==> src/rtl/clk_en_seq.sv <==
// clk_en_seq: clock-enable strobe generator and sequencer for the slow domain's reset and global write enable.
// Latency: clk_en rises one cycle after phase==DIV-1; locked reaches the FSM two edges after it changes.
// Backpressure: none; the block runs freely and its outputs are valid every cycle.
module clk_en_seq #(
   parameter int DIV     = 8,
   parameter int DIV_W   = 3,
   parameter int RST_CYC = 16,
   parameter int RST_W   = 5
) (
   input  logic             clk_16MHz,
   input  logic             reset_n,
   input  logic             locked,
   input  logic             soft_rst,
   output logic             clk_en,
   output logic [DIV_W-1:0] phase,
   output logic             sys_rst,
   output logic             gwe,
   output logic             ready
);

   typedef enum logic [1:0] {
      WAIT_LOCK = 2'd0,
      FLUSH     = 2'd1,
      RUN       = 2'd2
   } state_t;

   localparam logic [DIV_W-1:0] PH_LAST = DIV_W'(DIV - 1);
   localparam logic [RST_W-1:0] RC_LAST = RST_W'(RST_CYC - 1);

   logic [DIV_W-1:0] phase_q, phase_d;
   logic             clk_en_q, clk_en_d;
   logic             lock_meta_q, locked_s_q;
   state_t           state_q, state_d;
   logic [RST_W-1:0] rcnt_q, rcnt_d;

   // Phase counter wraps at DIV-1; the strobe is registered so it has no decode glitches.
   always_comb begin
      phase_d  = (phase_q == PH_LAST) ? '0 : phase_q + DIV_W'(1);
      clk_en_d = (phase_q == PH_LAST);
   end

   // Phase counter and strobe run freely; the FSM has no effect on them.
   always_ff @(posedge clk_16MHz or negedge reset_n) begin
      if (!reset_n) begin
         phase_q  <= '0;
         clk_en_q <= 1'b0;
      end else begin
         phase_q  <= phase_d;
         clk_en_q <= clk_en_d;
      end
   end

   // Two-flop synchroniser for the asynchronous DCM lock signal.
   always_ff @(posedge clk_16MHz or negedge reset_n) begin
      if (!reset_n) begin
         lock_meta_q <= 1'b0;
         locked_s_q  <= 1'b0;
      end else begin
         lock_meta_q <= locked;
         locked_s_q  <= lock_meta_q;
      end
   end

   // Sequencer next state. soft_rst has priority over lock loss, which has priority over advancing.
   // Every forward step waits for a strobe, so the slow domain leaves reset on a strobe boundary.
   always_comb begin
      state_d = state_q;
      rcnt_d  = rcnt_q;
      case (state_q)
         WAIT_LOCK: begin
            rcnt_d = '0;
            if (!soft_rst && locked_s_q && clk_en_q) begin
               state_d = FLUSH;
            end
         end
         FLUSH: begin
            if (soft_rst || !locked_s_q) begin
               state_d = WAIT_LOCK;
               rcnt_d  = '0;
            end else if (clk_en_q) begin
               rcnt_d = rcnt_q + RST_W'(1);
               if (rcnt_q == RC_LAST) begin
                  state_d = RUN;
               end
            end
         end
         RUN: begin
            if (soft_rst || !locked_s_q) begin
               state_d = WAIT_LOCK;
            end
         end
         default: begin
            state_d = WAIT_LOCK;
            rcnt_d  = '0;
         end
      endcase
   end

   // Sequencer state and reset-period counter.
   always_ff @(posedge clk_16MHz or negedge reset_n) begin
      if (!reset_n) begin
         state_q <= WAIT_LOCK;
         rcnt_q  <= '0;
      end else begin
         state_q <= state_d;
         rcnt_q  <= rcnt_d;
      end
   end

   // All outputs come from registered state only; locked and soft_rst cannot reach them combinationally.
   assign clk_en  = clk_en_q;
   assign phase   = phase_q;
   assign ready   = (state_q == RUN);
   assign sys_rst = (state_q != RUN);
   assign gwe     = clk_en_q & (state_q == RUN);

endmodule

==> config.mk <==
export PLATFORM = sky130hd
export DESIGN_NAME = clk_en_seq
export DESIGN_NICKNAME = d
export VERILOG_FILES = /design/src/rtl/clk_en_seq.sv
export SDC_FILE = /design/constraint.sdc
export NUM_CORES = 1
export LEC_CHECK = 0
export CAP_MARGIN = 20
export CELL_PAD_IN_SITES_DETAIL_PLACEMENT = 0
export CELL_PAD_IN_SITES_GLOBAL_PLACEMENT = 1
export CORE_ASPECT_RATIO = 1.1
export CORE_MARGIN = 1.5
export CORE_UTILIZATION = 35
export CTS_CLUSTER_SIZE = 30
export DETAILED_ROUTE_END_ITERATION = 8
export PLACE_DENSITY = 0.7
export SETUP_SLACK_MARGIN = 0.15
export SLEW_MARGIN = 20
export SYNTH_ARGS = -nofsm -noshare
export SYNTH_HDL_FRONTEND = slang
export SYNTH_SLANG_ARGS = --single-unit
export TNS_END_PERCENT = 50
==> constraint.sdc <==
create_clock -name clk_16MHz -period 2.1 [get_ports clk_16MHz]
set_clock_uncertainty 0.15 [all_clocks]
set_input_delay 0.315 -clock clk_16MHz [delete_from_list [all_inputs] [get_ports clk_16MHz]]
set_output_delay 0.315 -clock clk_16MHz [all_outputs]
set_load 0.02 [all_outputs]
==> results of run 1 <==
routing by layer:
metal	global-route usage [%]	vias to the layer above	wire length, µm
met1	15.4	185	473
met4	3.87	0	0
met3	7.54	0	75
met5	0	-	0
met2	20.9	12	445
li1	-	198	-
where the power goes:
group / switching, mW / total [mW] / internal, mW
Clock: 0.0814 / 0.155 / 0.0737
Sequential: 0.00214 / 0.255 / 0.253
Combinational: 0.00839 / 0.0174 / 0.00901
Total: 0.0919 / 0.427 / 0.336
through the flow:
step / worst slack [ns] / hold slack [ns] / cell area (µm²)
floorplan: 0.500 / -0.131 / 582
global placement: 0.284 / 0.182 / 704
detailed placement: 0.253 / 0.186 / 704
CTS: 0.0506 / 0.205 / 729
global route: 0.148 / 0.211 / 737
finish: 0.217 / 0.200 / 737
worst max-delay path, stage by stage (launching register included):
cell	delay (ns)
dfrtp_1	0.36
buf_4	0.17
clkdlybuf4s50_1	0.61
cells in the final DEF, fill, tap and decap left out:
master	Yosys	final
nor3_1	2	2
nand4_1	1	1
nand2b_1	1	1
o21ai_1	2	2
dlymetal6s2s_1	0	2
a22o_1	1	1
clkinv_1	1	1
clkbuf_1	0	1
a21o_1	1	1
ha_1	4	4
and3_1	1	1
nand3_1	3	3
o22ai_1	1	1
nand2_1	2	2
inv_2	1	1
nor2b_2	0	1
a21oi_2	1	1
a21oi_1	2	2
nor2_1	2	2
clkdlybuf4s50_1	0	7
clkbuf_4	0	3
nand4b_1	1	1
buf_4	0	3
dfrtp_1	13	13
mux2i_1	2	2
inv_1	2	2
nor4bb_4	1	1
dlygate4sd2_1	0	1
area by class of cell:
type,count,area [µm²]
timing repair buffer,13,126
tap,17,21.3
sequential,13,325
multi-input combinational,29,223
clock buffer,4,26.3
fill,154,821
inverter,4,15.0
cells by family (layout without fill, tap and decap cells):
logic type,after synthesis,after routing,synth area share (%)
compound gates,8,8,8.82
fa+ha+maj,4,4,8.60
buf+inv,7,21,6.24
flops,13,13,55.9
mux,2,2,3.44
simple gates,15,15,17.0
sequential cells by signal, indices dropped and copies added, names as in the netlist:
| name | count |
|---|---|
| locked_s_q | 1 |
| rcnt_q | 5 |
| phase | 3 |
| state_q | 2 |
| lock_meta_q | 1 |
| clk_en | 1 |
worst min-delay path by stage:
| stage | startpoint | endpoint | slack (ns) |
|---|---|---|---|
| 2_1_floorplan | reset_n | clk_en$_DFF_PN0_ | -0.13 |
| 5_1_grt | lock_meta_q$_DFF_PN0_ | locked_s_q$_DFF_PN0_ | 0.21 |
| 4_1_cts | lock_meta_q$_DFF_PN0_ | locked_s_q$_DFF_PN0_ | 0.20 |
| 3_5_place_dp | lock_meta_q$_DFF_PN0_ | locked_s_q$_DFF_PN0_ | 0.19 |
| 3_3_place_gp | lock_meta_q$_DFF_PN0_ | locked_s_q$_DFF_PN0_ | 0.18 |
| 6_report | lock_meta_q$_DFF_PN0_ | locked_s_q$_DFF_PN0_ | 0.20 |
timing repair:
action / in CTS / in global routing
resized for setup: 1 / 3
setup buffers: 0 / 0
pin swaps: 0 / 0
setup endpoints to repair: 3 / 4
endpoints found under the hold margin: 0 / 0
==> reports/metrics.csv, run 1 <==
stage,metric,value,unit
critical_path,end point of the critical path,clk_en,
timing,final hold vios,0,
layout,Layout Cells excl Fill,80,
clock_network,H-tree depth,1,
floorplan,chip height,45.8,µm
floorplan,die area,1920,µm²
synth,cell with the most instances after synthesis,dfrtp_1,
grt,first-pass GRT wire length,1.79,mm
route,remaining antenna violation count after routing,0,
route,DRT iter0 DRCs,5,
critical_path,reg2reg end,rcnt_q[4]$_DFFE_PN0P_,
critical_path,CP Class,reg2out,
layout,Syn-to-layout area delta,26.7,%
critical_path,CP Capture Type,output pin,
hold_path,Hold WC Path Type,reg2reg,
placement,Final GP Congestion,0.745,
run,max-cap viol count,0,
floorplan,Die W,41.9,µm
layout,ant diodes,0,
synth,synthesized flop and latch total,13,
timing,FMAX,531,MHz
synth,Synth top cells by count,"dfrtp_1 (13), ha_1 (4), nand3_1 (3)",
pwr,Static Leakage,0.351,nW
placement,Post-DP HPWL,714,µm
timing,pin slew with the least headroom to its limit,0.572,ns
clock_network,clk_lat worst skew,0.27,ns
synth,top post-synthesis cells by area,"dfrtp_1 (56%), ha_1 (8.6%), nor4bb_4 (4.3%)",
floorplan,row count,15,
synth,register area share after synthesis,55.9,%
route,drt pass-1 iters,4,
synth,Post-synth EDFFs,0,
synth,synth warn,0,
floorplan,core area,1560,µm²
clock_network,Clock Path Buffers,2,
clock_network,# hold bufs at CTS,0,
critical_path,worst-path fanout max,9,
timing,setup TNS,0,ns
critical_path,Critical Path RT,1.63,ns
timing,RSZ-0062 raised after global routing,true,
placement,placed cell count,76,
clock_network,CTS tree,built,
synth,Syn Area/Cell,11.9,µm²
route,WL final,994,µm
grt,number of global-route vias before repair,390,
grt,largest net degree at the start of global routing,14,
layout,"Core Util, Final",47.3,%
route,WL/cell,12.4,µm
clock_network,clk slew on worst S/H paths,0.08,ns
layout,share of layout cells above drive strength 1,15.9,%
synth,asr flop ratio synth,100,%
critical_path,R2R depth,4,
floorplan,initial core utilization,37.3,%
pwr,VDD IR max,401,µV
pwr,P per Cell Area,580,nW/µm²
clock_network,root buffer cell,clkbuf_4,
clock_network,CTS sink cnt,13,
route,Residual DRC,0,
pwr,Overall Power,0.427,mW
synth,netlist area before placement,582,µm²
synth,Mapped Nets,57,
layout,nets,72,
floorplan,Top Ports,11,
critical_path,Startpoint Class,flop,
critical_path,Crit path arrival time,1.42,ns
synth,Synth Instances,49,
grt,initial antenna violation count,0,
critical_path,launch point of the worst path,clk_en$_DFF_PN0_,
timing,minimum clock period after layout,1.88,ns
hold_path,Hold Crit Depth,0,
grt,aggregate global-route resource usage,13.2,%
synth,share of the synthesized area in the top cell type,55.9,%
placement,PortBufs,10,
route,Vias,395,
status,status,completed,
critical_path,reg2reg start,state_q[1]$_DFFE_PN0P_,
route,Vias/cell,4.94,
timing,Slew HR,61.7,%
timing,final setup violation count,0,
synth,Yosys cell types,24,
synth,Synth Flop Type,dfrtp_1,
grt,grt ovf,0,
critical_path,worst reg-to-reg setup slack,0.54,ns
timing,max-slew violation count,0,
synth,"area leader, netlist",dfrtp_1,
timing,Tcrit/Tclk final,89.7,%
clock_network,cts bufs inserted,3,
(Power assumes the default switching activity.)
==> run 2: changes to the inputs <==
Settings changed: TNS_END_PERCENT 50 to default.
==> reports/metrics.csv, run 2 (synthesis gave the netlist of run 1 again) <==
stage,metric,value,unit,change
critical_path,highest-delay cell along the critical path,dfrtp_1,,
critical_path,Critical Path RT,1.63,ns,about the same
grt,Global Route met1 Usage,15.4,%,unchanged
critical_path,CP Class,reg2out,,
hold_path,min-delay src,lock_meta_q$_DFF_PN0_,,
route,remaining antenna violation count after routing,0,,unchanged
route,drt pass-1 iters,4,,unchanged
critical_path,worst-path fanout max,5,,-4
critical_path,CP Capture Type,output pin,,
grt,met2 Track Usage GR,20.9,%,unchanged
hold_path,Worst Hold Endpoint,locked_s_q$_DFF_PN0_,,
timing,final hold slack,0.200,ns,-0.00000800 ns
placement,PortBufs,10,,unchanged
clock_network,CTS sink cnt,13,,unchanged
pwr,P per Cell Area,584,nW/µm²,+0.69%
layout,Layout Cells excl Fill,80,,unchanged
placement,Area after DPL,704,µm²,unchanged
timing,final hold vios,0,,unchanged
layout,register with the highest flop count,rcnt_q,,
critical_path,Crit path arrival time,1.36,ns,-0.06 ns
clock_network,clk slew on worst S/H paths,0.08,ns,about the same
layout,fillcell total,156,,+1.3%
critical_path,crit-path max cell delay,0.44,ns,-0.17 ns
pwr,Static Leakage,0.354,nW,+0.90%
layout,max FFs per register,5,,unchanged
grt,first-pass GRT wire length,1.79,mm,unchanged
timing,minimum clock period after layout,1.83,ns,-0.0537 ns
hold_path,Hold Crit Depth,0,,unchanged
floorplan,Top Ports,11,,unchanged
critical_path,Startpoint Class,flop,,
timing,max-slew violation count,0,,unchanged
floorplan,row count,15,,unchanged
layout,final instance area,732,µm²,-0.68%
timing,final setup violation count,0,,unchanged
grt,Most Crowded Layer GR,met2,,
timing,FMAX,547,MHz,+2.9%
route,Residual DRC,0,,unchanged
placement,Final GP Congestion,0.745,,unchanged
grt,grt ovf,0,,unchanged
pwr,VDD IR max,401,µV,unchanged
clock_network,CTS tree,built,,
layout,"most common cell after layout, fill and taps aside",dfrtp_1,,
timing,Slew HR,61.7,%,unchanged
route,WL final,989,µm,-0.50%
layout,most frequent cells in the layout,"dfrtp_1 (13), clkdlybuf4s50_1 (6), ha_1 (4)",,
critical_path,R2R depth,4,,unchanged
floorplan,die area,1920,µm²,unchanged
layout,Syn-to-layout area delta,25.8,%,
grt,initial antenna violation count,0,,unchanged
clock_network,# hold bufs at CTS,0,,unchanged
route,Vias,395,,unchanged
timing,setup TNS,0,ns,unchanged
timing,RSZ-0062 raised after global routing,false,,
layout,ant diodes,0,,unchanged
critical_path,reg2reg start,state_q[1]$_DFFE_PN0P_,,
hold_path,Hold WC Path Type,reg2reg,,
route,DRT iter0 DRCs,5,,unchanged
clock_network,cts bufs inserted,3,,unchanged
layout,share of layout cells above drive strength 1,15.9,%,unchanged
placement,placed cell count,76,,unchanged
clock_network,Clock Path Buffers,2,,unchanged
run,max-cap viol count,0,,unchanged
layout,nets,72,,unchanged
clock_network,root buffer cell,clkbuf_4,,
critical_path,critical path cell sequence,"nor2b_2, inv_2, nor2_1, dlygate4sd2_1",,
grt,met3 usage,7.54,%,unchanged
critical_path,reg2reg end,rcnt_q[4]$_DFFE_PN0P_,,
critical_path,launch point of the worst path,state_q[0]$_DFFE_PN0P_,,
clock_network,H-tree depth,1,,unchanged
floorplan,initial core utilization,37.3,%,unchanged
placement,Post-DP HPWL,714,µm,unchanged
floorplan,chip height,45.8,µm,unchanged
clock_network,clk_lat worst skew,0.27,ns,about the same
grt,number of global-route vias before repair,390,,unchanged
critical_path,worst reg-to-reg setup slack,0.54,ns,about the same
timing,pin slew with the least headroom to its limit,0.572,ns,unchanged
route,Vias/cell,4.94,,unchanged
layout,"Core Util, Final",47.0,%,-0.32 points
floorplan,core area,1560,µm²,unchanged
grt,largest net degree at the start of global routing,14,,unchanged
route,WL/cell,12.4,µm,-0.50%
timing,Tcrit/Tclk final,87.1,%,-2.6 points
status,status,completed,,
floorplan,Die W,41.9,µm,unchanged
grt,aggregate global-route resource usage,13.2,%,unchanged
-- run 2: timing repair --
item                       CTS  global route
setup buffers                0             0
setup endpoints to repair    3             1
resized for setup            4             1
gates cloned                 0             0
pin swaps                    0             0
-- run 2: final cells by class --
type	count	area [µm²]	share of cell area [%]
multi-input cells	29	223	30.4
clock buffers	4	26.3	3.59
flip-flops and latches	13	325	44.4
inverters	4	15.0	2.05
well taps	17	21.3	2.91
repair buffers	13	121	16.6
-- run 2: metal layers --
metal	wire length (µm)	vias to the layer above	share of wire [%]
met5	0	-	0
met4	0	0	0
met3	72	0	7.3
met2	445	12	45
met1	471	185	48
li1	-	198	-
-- run 2: worst max-delay path by stage --
| stage | end | slack (ns) | cells past startpoint |
|---|---|---|---|
| after detailed placement | gwe | 0.25 | 4 |
| after CTS | clk_en | 0.19 | 2 |
| after global routing | gwe | 0.15 | 4 |
| after global placement | gwe | 0.28 | 4 |
| after floorplan | gwe | 0.50 | 4 |
| final | gwe | 0.27 | 4 |
-- run 2: power by group --
part,internal (mW),total (mW),switching (mW)
Clock,0.0737,0.155,0.0814
Sequential,0.253,0.255,0.00214
Combinational,0.00901,0.0174,0.00839
-- run 2: critical path, delay by kind of cell (launching register included) --
family / cells / cell delay, ns
and+or+nand+nor: 2 / 0.26
buffers and inverters: 2 / 0.39
DFF: 1 / 0.44
-- run 2: metrics by stage --
step	total power [mW]	worst slack, ns
3_3_place_gp	0.278	0.284
3_5_place_dp	0.278	0.253
4_1_cts	0.436	0.192
6_report	0.428	0.271
5_1_grt	0.448	0.154
2_1_floorplan	0.267	0.500
==> run 3: changes to the inputs <==
Settings changed: ABC_CLOCK_PERIOD_IN_PS from default to 2100.
==> results of run 3 <==
The final DEF is identical to that of run 2; final timing and power are the same.
